**src/rtl/morse_decoder_if.sv**
```systemverilog
// Key level in, decoded character stream out: the signal bundle of morse_decoder.
interface morse_decoder_if;
  logic       key;
  logic       out_ready;
  logic       out_valid;
  logic [7:0] out_char;
  logic       out_err;
  logic       overrun;

  modport master (
    input  key, out_ready,
    output out_valid, out_char, out_err, overrun
  );

  modport slave (
    output key, out_ready,
    input  out_valid, out_char, out_err, overrun
  );
endinterface

```
**src/rtl/morse_decoder.sv**
```systemverilog
// Timing-based Morse decoder: classifies key presses by duration, detects
// character/word gaps and emits ASCII through a one-entry valid/ready register.
module morse_decoder #(
  parameter int unsigned CLK_PER_UNIT = 1000,
  parameter int unsigned MAX_ELEMS    = 5
) (
  input  logic            clk,
  input  logic            rst_n,
  morse_decoder_if.master bus
);
  localparam int unsigned U  = CLK_PER_UNIT;
  localparam int unsigned CW = $clog2(7 * U + 1);
  localparam int unsigned LW = $clog2(MAX_ELEMS + 2);
  localparam int unsigned PW = (MAX_ELEMS > 5) ? MAX_ELEMS : 5;

  localparam logic [CW-1:0] CNT_ONE  = CW'(1);
  localparam logic [CW-1:0] DASH_MIN = CW'(2 * U);
  localparam logic [CW-1:0] CHAR_GAP = CW'(3 * U);
  localparam logic [CW-1:0] WORD_GAP = CW'(7 * U);
  localparam logic [LW-1:0] LEN_OVER = LW'(MAX_ELEMS + 1);

  typedef enum logic [1:0] {IDLE, MARK, SPACE} state_t;

  state_t                 state, state_n;
  logic [CW-1:0]          cnt, cnt_n, cnt_inc;
  logic [MAX_ELEMS-1:0]   pat, pat_n;
  logic [LW-1:0]          len, len_n;
  logic                   is_dash;

  logic                   emit;
  logic [7:0]             emit_char;
  logic                   emit_err;

  logic                   valid_q;
  logic [7:0]             char_q;
  logic                   err_q;
  logic                   ovr_q;

  // ITU table keyed on {len, pat}; the first element sits in the MSB of the
  // len-bit pattern. Returns {err, ascii}.
  function automatic logic [8:0] lookup(input logic [LW-1:0] n,
                                        input logic [MAX_ELEMS-1:0] p);
    logic [PW-1:0] pw;
    logic [7:0]    c;
    pw = PW'(p);
    c  = 8'h3F;
    case (int'(n))
      1: c = pw[0] ? "T" : "E";
      2: case (pw[1:0])
           2'b00:   c = "I";
           2'b01:   c = "A";
           2'b10:   c = "N";
           default: c = "M";
         endcase
      3: case (pw[2:0])
           3'b000:  c = "S";
           3'b001:  c = "U";
           3'b010:  c = "R";
           3'b011:  c = "W";
           3'b100:  c = "D";
           3'b101:  c = "K";
           3'b110:  c = "G";
           default: c = "O";
         endcase
      4: case (pw[3:0])
           4'b0000: c = "H";
           4'b0001: c = "V";
           4'b0010: c = "F";
           4'b0100: c = "L";
           4'b0110: c = "P";
           4'b0111: c = "J";
           4'b1000: c = "B";
           4'b1001: c = "X";
           4'b1010: c = "C";
           4'b1011: c = "Y";
           4'b1100: c = "Z";
           4'b1101: c = "Q";
           default: c = 8'h3F;
         endcase
      5: case (pw[4:0])
           5'b01111: c = "1";
           5'b00111: c = "2";
           5'b00011: c = "3";
           5'b00001: c = "4";
           5'b00000: c = "5";
           5'b10000: c = "6";
           5'b11000: c = "7";
           5'b11100: c = "8";
           5'b11110: c = "9";
           5'b11111: c = "0";
           default:  c = 8'h3F;
         endcase
      default: c = 8'h3F;
    endcase
    // A length beyond MAX_ELEMS is overlong even if it names a listed code.
    if (int'(n) > MAX_ELEMS) c = 8'h3F;
    return {c == 8'h3F, c};
  endfunction

  always_ff @(posedge clk or negedge rst_n) begin
    if (!rst_n) begin
      state <= IDLE;
      cnt   <= '0;
      pat   <= '0;
      len   <= '0;
    end else begin
      state <= state_n;
      cnt   <= cnt_n;
      pat   <= pat_n;
      len   <= len_n;
    end
  end

  always_comb begin
    state_n   = state;
    cnt_n     = cnt;
    pat_n     = pat;
    len_n     = len;
    emit      = 1'b0;
    emit_char = '0;
    emit_err  = 1'b0;
    cnt_inc   = (cnt >= WORD_GAP) ? cnt : cnt + 1'b1;
    is_dash   = (cnt >= DASH_MIN);

    unique case (state)
      IDLE: begin
        if (bus.key) begin
          state_n = MARK;
          cnt_n   = CNT_ONE;
        end
      end
      MARK: begin
        if (bus.key) begin
          cnt_n = cnt_inc;
        end else begin
          pat_n   = (pat << 1) | MAX_ELEMS'(is_dash);
          len_n   = (len == LEN_OVER) ? len : len + 1'b1;
          state_n = SPACE;
          cnt_n   = CNT_ONE;
        end
      end
      SPACE: begin
        if (bus.key) begin
          state_n = MARK;
          cnt_n   = CNT_ONE;
        end else begin
          cnt_n = cnt_inc;
          if (cnt_inc == CHAR_GAP && len != '0) begin
            emit                 = 1'b1;
            {emit_err, emit_char} = lookup(len, pat);
            pat_n                = '0;
            len_n                = '0;
          end
          if (cnt_inc == WORD_GAP) begin
            emit      = 1'b1;
            emit_char = 8'h20;
            emit_err  = 1'b0;
            state_n   = IDLE;
            cnt_n     = '0;
          end
        end
      end
      default: begin
        state_n = IDLE;
        cnt_n   = '0;
      end
    endcase
  end

  // Single-entry output register: a character arriving while the held one is
  // still unaccepted is dropped and flagged, never overwriting.
  always_ff @(posedge clk or negedge rst_n) begin
    if (!rst_n) begin
      valid_q <= 1'b0;
      char_q  <= 8'h00;
      err_q   <= 1'b0;
      ovr_q   <= 1'b0;
    end else if (emit) begin
      if (!valid_q || bus.out_ready) begin
        valid_q <= 1'b1;
        char_q  <= emit_char;
        err_q   <= emit_err;
      end else begin
        ovr_q <= 1'b1;
      end
    end else if (valid_q && bus.out_ready) begin
      valid_q <= 1'b0;
    end
  end

  assign bus.out_valid = valid_q;
  assign bus.out_char  = char_q;
  assign bus.out_err   = err_q;
  assign bus.overrun   = ovr_q;
endmodule

```
**src/flat_wrapper.sv**
```systemverilog
// flat-port wrapper written by rule: the top's interface ports become plain ports
module morse_decoder_flat 
#(
  parameter int unsigned CLK_PER_UNIT = 1000,
  parameter int unsigned MAX_ELEMS    = 5
)
  (clk, rst_n, bus_key, bus_out_ready, bus_out_valid, bus_out_char, bus_out_err, bus_overrun);
  morse_decoder_if bus_i ();
  input  logic clk;
  input  logic rst_n;
  input wire logic [$bits(bus_i.key)-1:0] bus_key;
  input wire logic [$bits(bus_i.out_ready)-1:0] bus_out_ready;
  output wire logic [$bits(bus_i.out_valid)-1:0] bus_out_valid;
  output wire logic [$bits(bus_i.out_char)-1:0] bus_out_char;
  output wire logic [$bits(bus_i.out_err)-1:0] bus_out_err;
  output wire logic [$bits(bus_i.overrun)-1:0] bus_overrun;
  assign bus_i.key = bus_key;
  assign bus_i.out_ready = bus_out_ready;
  assign bus_out_valid = bus_i.out_valid;
  assign bus_out_char = bus_i.out_char;
  assign bus_out_err = bus_i.out_err;
  assign bus_overrun = bus_i.overrun;
  morse_decoder #(.CLK_PER_UNIT(CLK_PER_UNIT), .MAX_ELEMS(MAX_ELEMS)) u_core (.clk(clk), .rst_n(rst_n), .bus(bus_i));
endmodule
```
**config.mk**
```make
export PLATFORM = sky130hd
export DESIGN_NAME = morse_decoder_flat
export DESIGN_NICKNAME = d
export VERILOG_FILES = /design/src/rtl/morse_decoder_if.sv /design/src/rtl/morse_decoder.sv /design/src/flat_wrapper.sv
export SDC_FILE = /design/constraint.sdc
export NUM_CORES = 1
export LEC_CHECK = 0
export CORE_MARGIN = 2
export CORE_UTILIZATION = 65
export CTS_CLUSTER_DIAMETER = 150
export DETAILED_ROUTE_END_ITERATION = 8
export PLACE_DENSITY = 0.94
export REMOVE_ABC_BUFFERS = 1
export SYNTH_ARGS = -nofsm -noshare
export SYNTH_HDL_FRONTEND = slang
export SYNTH_SLANG_ARGS = --single-unit
```
**constraint.sdc**
```tcl
create_clock -name clk -period 8.1 [get_ports clk]
set_input_delay 2.025 -clock clk [delete_from_list [all_inputs] [get_ports clk]]
set_output_delay 2.025 -clock clk [all_outputs]
set_load 0.005 [all_outputs]
```
# Word level (Yosys, flattened, before mapping)
# Memories as Yosys holds them, arrays and structs flattened.
# Index checks and enable logic that the tools add are counted.
# op_classes
n_addsub	2
multipliers	0
div	0
order_cmp	3
n_eq_ne	26
n_shift	0
mux	43
bitwise_logic	2
n_reduce_logical	16
# op_table
operator	n
13-bit 2-to-1 mux	5
8-bit 2-to-1 mux	8
8-bit one-hot mux with 5 select lines	1
13-bit one-hot mux with 3 select lines	1
5-bit one-hot mux with 7 select lines	1
5-bit 2-to-1 mux	4
3-bit equality test, second input constant	6
13-bit by 1-bit adder with 13-bit output, second input constant	1
13-bit by 12-bit equality test with 1-bit output, second input constant	1
13-bit equality test, second input constant	1
13-bit by 11-bit greater-or-equal comparator with 1-bit output, second input constant	1
13-bit greater-or-equal comparator, second input constant	1
3-bit by 2-bit equality test with 1-bit output, second input constant	4
3-bit 2-to-1 mux	4
4-bit one-hot mux with 3 select lines	1
1-bit 2-to-1 mux	11
2-bit != test, second input constant	5
5-bit one-hot mux with 2 select lines	1
8-bit by 6-bit equality test with 1-bit output, second input constant	1
2-bit 2-to-1 mux	4
3-bit by 1-bit equality test with 1-bit output, second input constant	2
2-bit one-hot mux with 3 select lines	1
3-bit one-hot mux with 2 select lines	1
2-bit AND reduction	3
other kinds (18)	23
# word_totals
reg_bits	34
latch_bits	0
ram_bits	0
romBits	240
out_inout_bits	11
n_memories	2
# mem_list
name	depth	word_bits	rd	rd_ports_with_merged_regs	write_ports	line_no	rtl
(name not given)	32	4	1	0	0	morse_decoder.sv:80	5: case (pw[4:0])
(name not given)	16	7	1	0	0	morse_decoder.sv:65	4: case (pw[3:0])

# Longest topological paths before layout
# Gate-level depths: netlist (run 1).
# depth
word_depth	12
ltp_mapped	11
mapped_depth_nobuf	10

# Worst setup path after synthesis (run 1)
# Ideal clock, no wire load.
# synth_timing
path_kind	input to register
startpoint	input port bus_key
endpoint	register u_core.cnt[9]
arrival_time_ps	3357
path_slack_ps	4647
path_stages	6
n_path_buf	2
path_cell_list	clkbuf_1 nor2_1 a21boi_2 a21oi_2 buf_4 o31ai_1
# synth_via
elab_chain_len	2
# synth_lines
element	line_no	rtl
start, declared	flat_wrapper.sv:11	input wire logic [$bits(bus_i.key)-1:0] bus_key;
13-bit 2-to-1 mux (on tied branches)	morse_decoder.sv:143, morse_decoder.sv:133	
13-bit one-hot mux with 3 select lines	morse_decoder.sv:125	unique case (state)
end signal, assigned	morse_decoder.sv:108	cnt <= cnt_n;
end, declared	morse_decoder.sv:25	logic [CW-1:0] cnt, cnt_n, cnt_inc;
# Parallel ways exist; a longest one is shown, timed or not.
# A chain may end at the register's enable or synchronous reset.

# Worst setup path in the final report (run 1)
# layout_timing
startpoint	input port bus_key
endpoint	register u_core.cnt[10]
# The elaborated chain is that of the path after synthesis.

==> results of run 1 <==
-- area by class of cell --
cell class              instances  area [µm²]  area share
multi-input cells             265        1770       0.602
well taps                      50        62.6      0.0212
repair buffers                 14         138      0.0467
clock buffers                   6        72.6      0.0246
flip-flops and latches         33         826       0.280
inverters                      17        63.8      0.0217
clock inverters                 2        10.0     0.00340
-- final timing paths --
check | startpoint | endpoint | cells past startpoint
setup / recovery | bus_key | u_core.cnt[10] | 5
hold / removal | u_core.bus.out_char[3] | u_core.bus.out_char[3] | 2
setup reg to reg | u_core.cnt[0] | u_core.cnt[1] | 8
hold reg to reg | u_core.bus.out_char[3] | u_core.bus.out_char[3] | 2
max in group asynchronous | rst_n | u_core.cnt[1] | 2
min in group asynchronous | rst_n | u_core.bus.out_char[2] | 2
-- metal layers --
layer | share of wire | global-route usage
met1 | 0.41 | 0.404
met2 | 0.45 | 0.472
met3 | 0.11 | 0.0770
met4 | 0.026 | 0.120
met5 | 0 | 0
-- power by group through the flow --
stage	Combinational [mW]	Clock (mW)	Sequential (mW)
2_1_floorplan	0.175	0	0.212
3_3_place_gp	0.224	0	0.221
3_5_place_dp	0.231	0	0.222
4_1_cts	0.232	0.121	0.219
5_1_grt	0.264	0.128	0.225
6_report	0.241	0.121	0.221
-- cell usage in the layout, fill, tap and decap left out, types with 5 or more instances in the layout --
cell,n
o31ai_1,14
a31oi_1,13
o21ai_0,15
nor3_1,13
clkbuf_8,5
a21oi_1,25
dfrtp_1,33
inv_1,17
nand3_1,9
and2_1,5
nand2b_1,5
clkdlybuf4s50_1,13
ha_1,15
nand2_1,33
nor2_1,19
o22ai_1,9
-- flip-flops by register name, indices dropped and copies added (netlist names) --
signal,cells
u_core.bus.out_valid,1
u_core.bus.out_err,1
u_core.pat,5
u_core.len,3
u_core.bus.out_char,7
u_core.cnt,13
u_core.bus.overrun,1
u_core.state,2
-- cell families (layout without fill, tap and decap cells) --
| logic type | Yosys count | count (layout) | share of synthesized area |
|---|---|---|---|
| compound gates | 117 | 117 | 0.294 |
| xor+xnor | 4 | 4 | 0.0126 |
| fa+ha+maj | 15 | 15 | 0.0676 |
| buf+inv | 42 | 39 | 0.0640 |
| flops | 33 | 33 | 0.298 |
| mux | 9 | 9 | 0.0388 |
| other cells | 1 | 1 | 0.00135 |
| simple gates | 119 | 119 | 0.224 |
-- critical path, delay by kind of cell --
kind | cells | cell delay (ns)
AND/OR/NAND/NOR | 1 | 0.50
AO/OA/AOI/OAI | 3 | 1.09
buffers and inverters | 1 | 0.50
-- metrics by stage --
step / hold slack (ns) / cell area [µm²] / std cells
after floorplan: 0.468 / 2660 / 315
after global placement: 0.459 / 2860 / 379
after detailed placement: 0.490 / 2860 / 379
after CTS: 0.506 / 2940 / 387
after global routing: 0.524 / 2940 / 387
final: 0.504 / 2940 / 387
==> results.json, run 1 <==
{
  "routed_wl_um": 7040,
  "final_nets": 355,
  "dieArea_um2": 4810,
  "core-area_um2": 4060,
  "yosys-top-cells-area": "dfrtp_1 (30%), ha_1 (6.8%), a21oi_1 (4.5%), nand2_1 (4.5%), o31ai_1 (3.8%)",
  "row_count": 23,
  "htree_levels": 2,
  "ant_nets": 0,
  "irDropWorstVdd_uv": 128,
  "grt_overflow": 0,
  "finalCriticalPeriod_ns": 3.92,
  "post-place-ws_ns": 3.93,
  "cts_resized": 0,
  "clockBufferDepth": 2,
  "path_cells": "clkdlybuf4s50_1 -> nor2_1 -> a21boi_2 -> a21oi_2 -> o31ai_1",
  "yosysTopAreaCellShare": 0.298,
  "portBuffers": 13,
  "clock_skew_ns": 0.00843,
  "dpl.hpwl_um": 5020,
  "synthCells": 340,
  "synthTopCellsByCount": "dfrtp_1 (33), nand2_1 (33), a21oi_1 (25)",
  "max_stage_delay_ns": 0.53,
  "cts-buffers-inserted": 5,
  "drc": 0,
  "wl_per_cell_um": 18.2,
  "async_flop_share": 1.00,
  "run_status": "finished, final reports clean",
  "post-route-period-util": 0.484,
  "power.leakage_nw": 1.20,
  "net-switching-power_mw": 0.252,
  "max_freq_ghz": 0.255,
  "yosys_warnings": 0,
  "cts_tree": "built",
  "finalHoldViolations": 0,
  "fillers": 305,
  "post-route-util": 0.726,
  "critPathLaunchType": "primary input",
  "setup_viol": 0,
  "slew-limit-headroom": 0.483,
  "cts_sinks": 33,
  "critPathKind": "primary input to flop",
  "critPathArrivalTime_ns": 4.12,
  "syn-cell-area_um2": 2780,
  "ys.flop_type": "dfrtp_1",
  "grt_pass1_vias": 2547,
  "comb_power_share": 0.413,
  "gpl.final_weighted_congestion": 1.01,
  "clk_pin_slew_worst_paths_ns": 0.07,
  "yosysTopAreaCell": "dfrtp_1",
  "grt_max_degree": 34,
  "rsz0062_at_grt": "false",
  "fp.dieH_um": 69.3,
  "dr.pass1.iters": 5,
  "initial_core_util": 0.684,
  "grt_pass1_wl_um": 12000,
  "maxCapViolCount": 0,
  "finalMaxSlewViolations": 0,
  "post_cts_buffers": 0,
  "num_vias": 2715,
  "seq_area_frac_synth": 0.298,
  "drive_gt1_frac": 0.0801,
  "critPathRequiredTime_ns": 8.30,
  "grtUsageTotal": 0.303,
  "critPathCaptureType": "flop",
  "hold_class": "flop to flop",
  "die_w_um": 69.3,
  "synth-edff-count": 0,
  "netSwitchingFraction": 0.431,
  "antenna_found_initial": 0,
  "power_density_nw_per_um2": 198,
  "n_antenna_cell": 0,
  "vias_per_cell": 7.02,
  "internal_power_mw": 0.332,
  "finalWorstSetupSlack_ns": 4.18,
  "drt_iter0_drc": 574,
  "power_mw": 0.583,
  "seqPwrFrac": 0.379,
  "ios": 15,
  "clock_latency_ns": 0.30,
  "synth_cell_types": 67,
  "r2r_setup_slack_ns": 5.01,
  "tns_ns": 0,
  "cp_slowest_cell": "a21boi_2",
  "ys_ff_latch": 33,
  "power_frac_clock": 0.208,
  "cp_max_fo": 11,
  "syn_area_per_cell_um2": 8.16,
  "area_growth_pct": 6.09,
  "worst_pin_slew_ns": 0.770,
  "hold_buffers": 0,
  "root_buffer": "clkbuf_8"
}
No activity file was read; power rests on OpenSTA's default activity.
==> inputs of run 2 (changes only) <==
- CORE_UTILIZATION: 65 -> 55
- PLACE_DENSITY: 0.94 -> 0.85
- clock period: 8.1 -> 3.2 ns (I/O delays scaled with it)
==> results.json, run 2 (synthesized netlist as in run 1, its figures left out) <==
{
  "run_status": "finished, final reports clean",
  "netSwitchingFraction": 0.421,
  "routed_wl_um": 7280,
  "grt_pass1_vias": 2478,
  "root_buffer": "clkbuf_8",
  "power_density_nw_per_um2": 497,
  "largest_register": "u_core.cnt",
  "initial_core_util": 0.580,
  "grtUsageTotal": 0.275,
  "n_antenna_cell": 0,
  "hold_buffers": 0,
  "maxCapViolCount": 0,
  "drc": 0,
  "cp_slowest_cell": "a2111oi_4",
  "slew-limit-headroom": 0.555,
  "power_mw": 1.50,
  "setup_viol": 0,
  "power.leakage_nw": 1.22,
  "gpl.final_weighted_congestion": 0.940,
  "wl_per_cell_um": 17.9,
  "cp_max_fo": 11,
  "cts_sinks": 33,
  "ant_nets": 0,
  "post-route-period-util": 0.924,
  "critPathCaptureType": "flop",
  "hold_class": "flop to flop",
  "power_frac_clock": 0.218,
  "drt_iter0_drc": 357,
  "path_cells": "ha_1 -> nand3_2 -> nor3b_2 -> nand3b_1 -> a2111oi_4 -> a21boi_2 -> a21oi_4 -> o221ai_1",
  "irDropWorstVdd_uv": 285,
  "clk_pin_slew_worst_paths_ns": 0.07,
  "met2_usage": 0.419,
  "dpl.hpwl_um": 5090,
  "finalHoldViolations": 0,
  "fillers": 401,
  "worst_pin_slew_ns": 0.665,
  "grt_max_degree": 34,
  "area_growth_pct": 8.52,
  "die_w_um": 75.0,
  "cts_resized": 0,
  "tns_ns": 0,
  "critPathRequiredTime_ns": 3.36,
  "vias_per_cell": 6.74,
  "finalMaxSlewViolations": 0,
  "ios": 15,
  "num_vias": 2745,
  "drive_gt1_frac": 0.0941,
  "dr.pass1.iters": 7,
  "final_nets": 359,
  "dieArea_um2": 5630,
  "htree_levels": 2,
  "cts_tree": "built",
  "clock_latency_ns": 0.29,
  "critPathKind": "flop to flop",
  "multi_input_area_um2": 1780,
  "place_inst": 400,
  "internal_power_mw": 0.867,
  "post_cts_buffers": 0,
  "core-area_um2": 4790,
  "clock_skew_ns": 0.00869,
  "largest_reg_flops": 13,
  "rsz0062_at_grt": "false",
  "critPathArrivalTime_ns": 3.11,
  "busiest_layer": "met2",
  "grt_overflow": 0,
  "row_count": 25,
  "grt_pass1_wl_um": 11900,
  "comb_power_share": 0.412,
  "seqPwrFrac": 0.369,
  "critPathLaunchType": "flop",
  "cts-buffers-inserted": 5,
  "finalCriticalPeriod_ns": 2.96,
  "clockBufferDepth": 2,
  "portBuffers": 13,
  "use_met1": 0.386,
  "groute.layer.met3.usage": 0.0549,
  "net-switching-power_mw": 0.630,
  "max_freq_ghz": 0.338,
  "fp.dieH_um": 75.0,
  "antenna_found_initial": 0,
  "seq_area_um2": 826,
  "final_cell_mix": "nand2_1 (33), dfrtp_1 (33), a21oi_1 (25)",
  "final_cells": 407,
  "max_stage_delay_ns": 0.55
}
run 2: path summary, 6_finish.rpt:
| kind | slack, ns | from | cells past startpoint | to |
|---|---|---|---|---|
| max | 0.24 | u_core.cnt[0] | 8 | u_core.cnt[1] |
| min | 0.48 | u_core.bus.overrun | 1 | u_core.bus.overrun |
| max reg2reg | 0.24 | u_core.cnt[0] | 8 | u_core.cnt[1] |
| min reg2reg | 0.48 | u_core.bus.overrun | 1 | u_core.bus.overrun |
| max in group asynchronous | 1.96 | rst_n | 2 | u_core.len[2] |
| min in group asynchronous | 0.93 | rst_n | 2 | u_core.bus.out_char[2] |
run 2: power groups by stage:
| stage | Sequential [mW] | Combinational, mW | Clock [mW] |
|---|---|---|---|
| floorplan | 0.537 | 0.443 | 0 |
| global placement | 0.553 | 0.587 | 0 |
| detailed placement | 0.556 | 0.597 | 0 |
| CTS | 0.548 | 0.601 | 0.333 |
| global route | 0.563 | 0.674 | 0.358 |
| finish | 0.553 | 0.617 | 0.327 |
run 2: area by class of cell:
type	instances	share of cell area
Clock inverter	1	0.00249
Inverter	17	0.0212
Tap cell	67	0.0278
Clock buffer	6	0.0274
Timing Repair Buffer	18	0.0557
Sequential cell	33	0.274
Multi-Input combinational cell	265	0.591
run 2: routing by layer:
layer  vias up  share of wire
met5         -              0
met4         0          0.017
met3        20          0.088
met2       170           0.46
met1      1306           0.44
li1       1249              -
run 2: metrics by stage:
step | cell area (µm²) | setup WS [ns] | hold slack (ns) | util
after global placement | 2910 | 0.350 | 0.459 | 0.609
after CTS | 3000 | 0.163 | 0.481 | 0.627
final | 3010 | 0.245 | 0.478 | 0.629
after global routing | 3010 | 0.0391 | 0.495 | 0.629
after floorplan | 2660 | 0.730 | 0.468 | -
after detailed placement | 2910 | 0.191 | 0.461 | 0.609
run 2: critical path, delay by kind of cell, from the launching register on:
kind,cells,cell delay [ns]
AOI/OAI and AO/OA,4,1.41
adders and majority gates,1,0.35
and+or+nand+nor,3,0.62
DFF,1,0.43
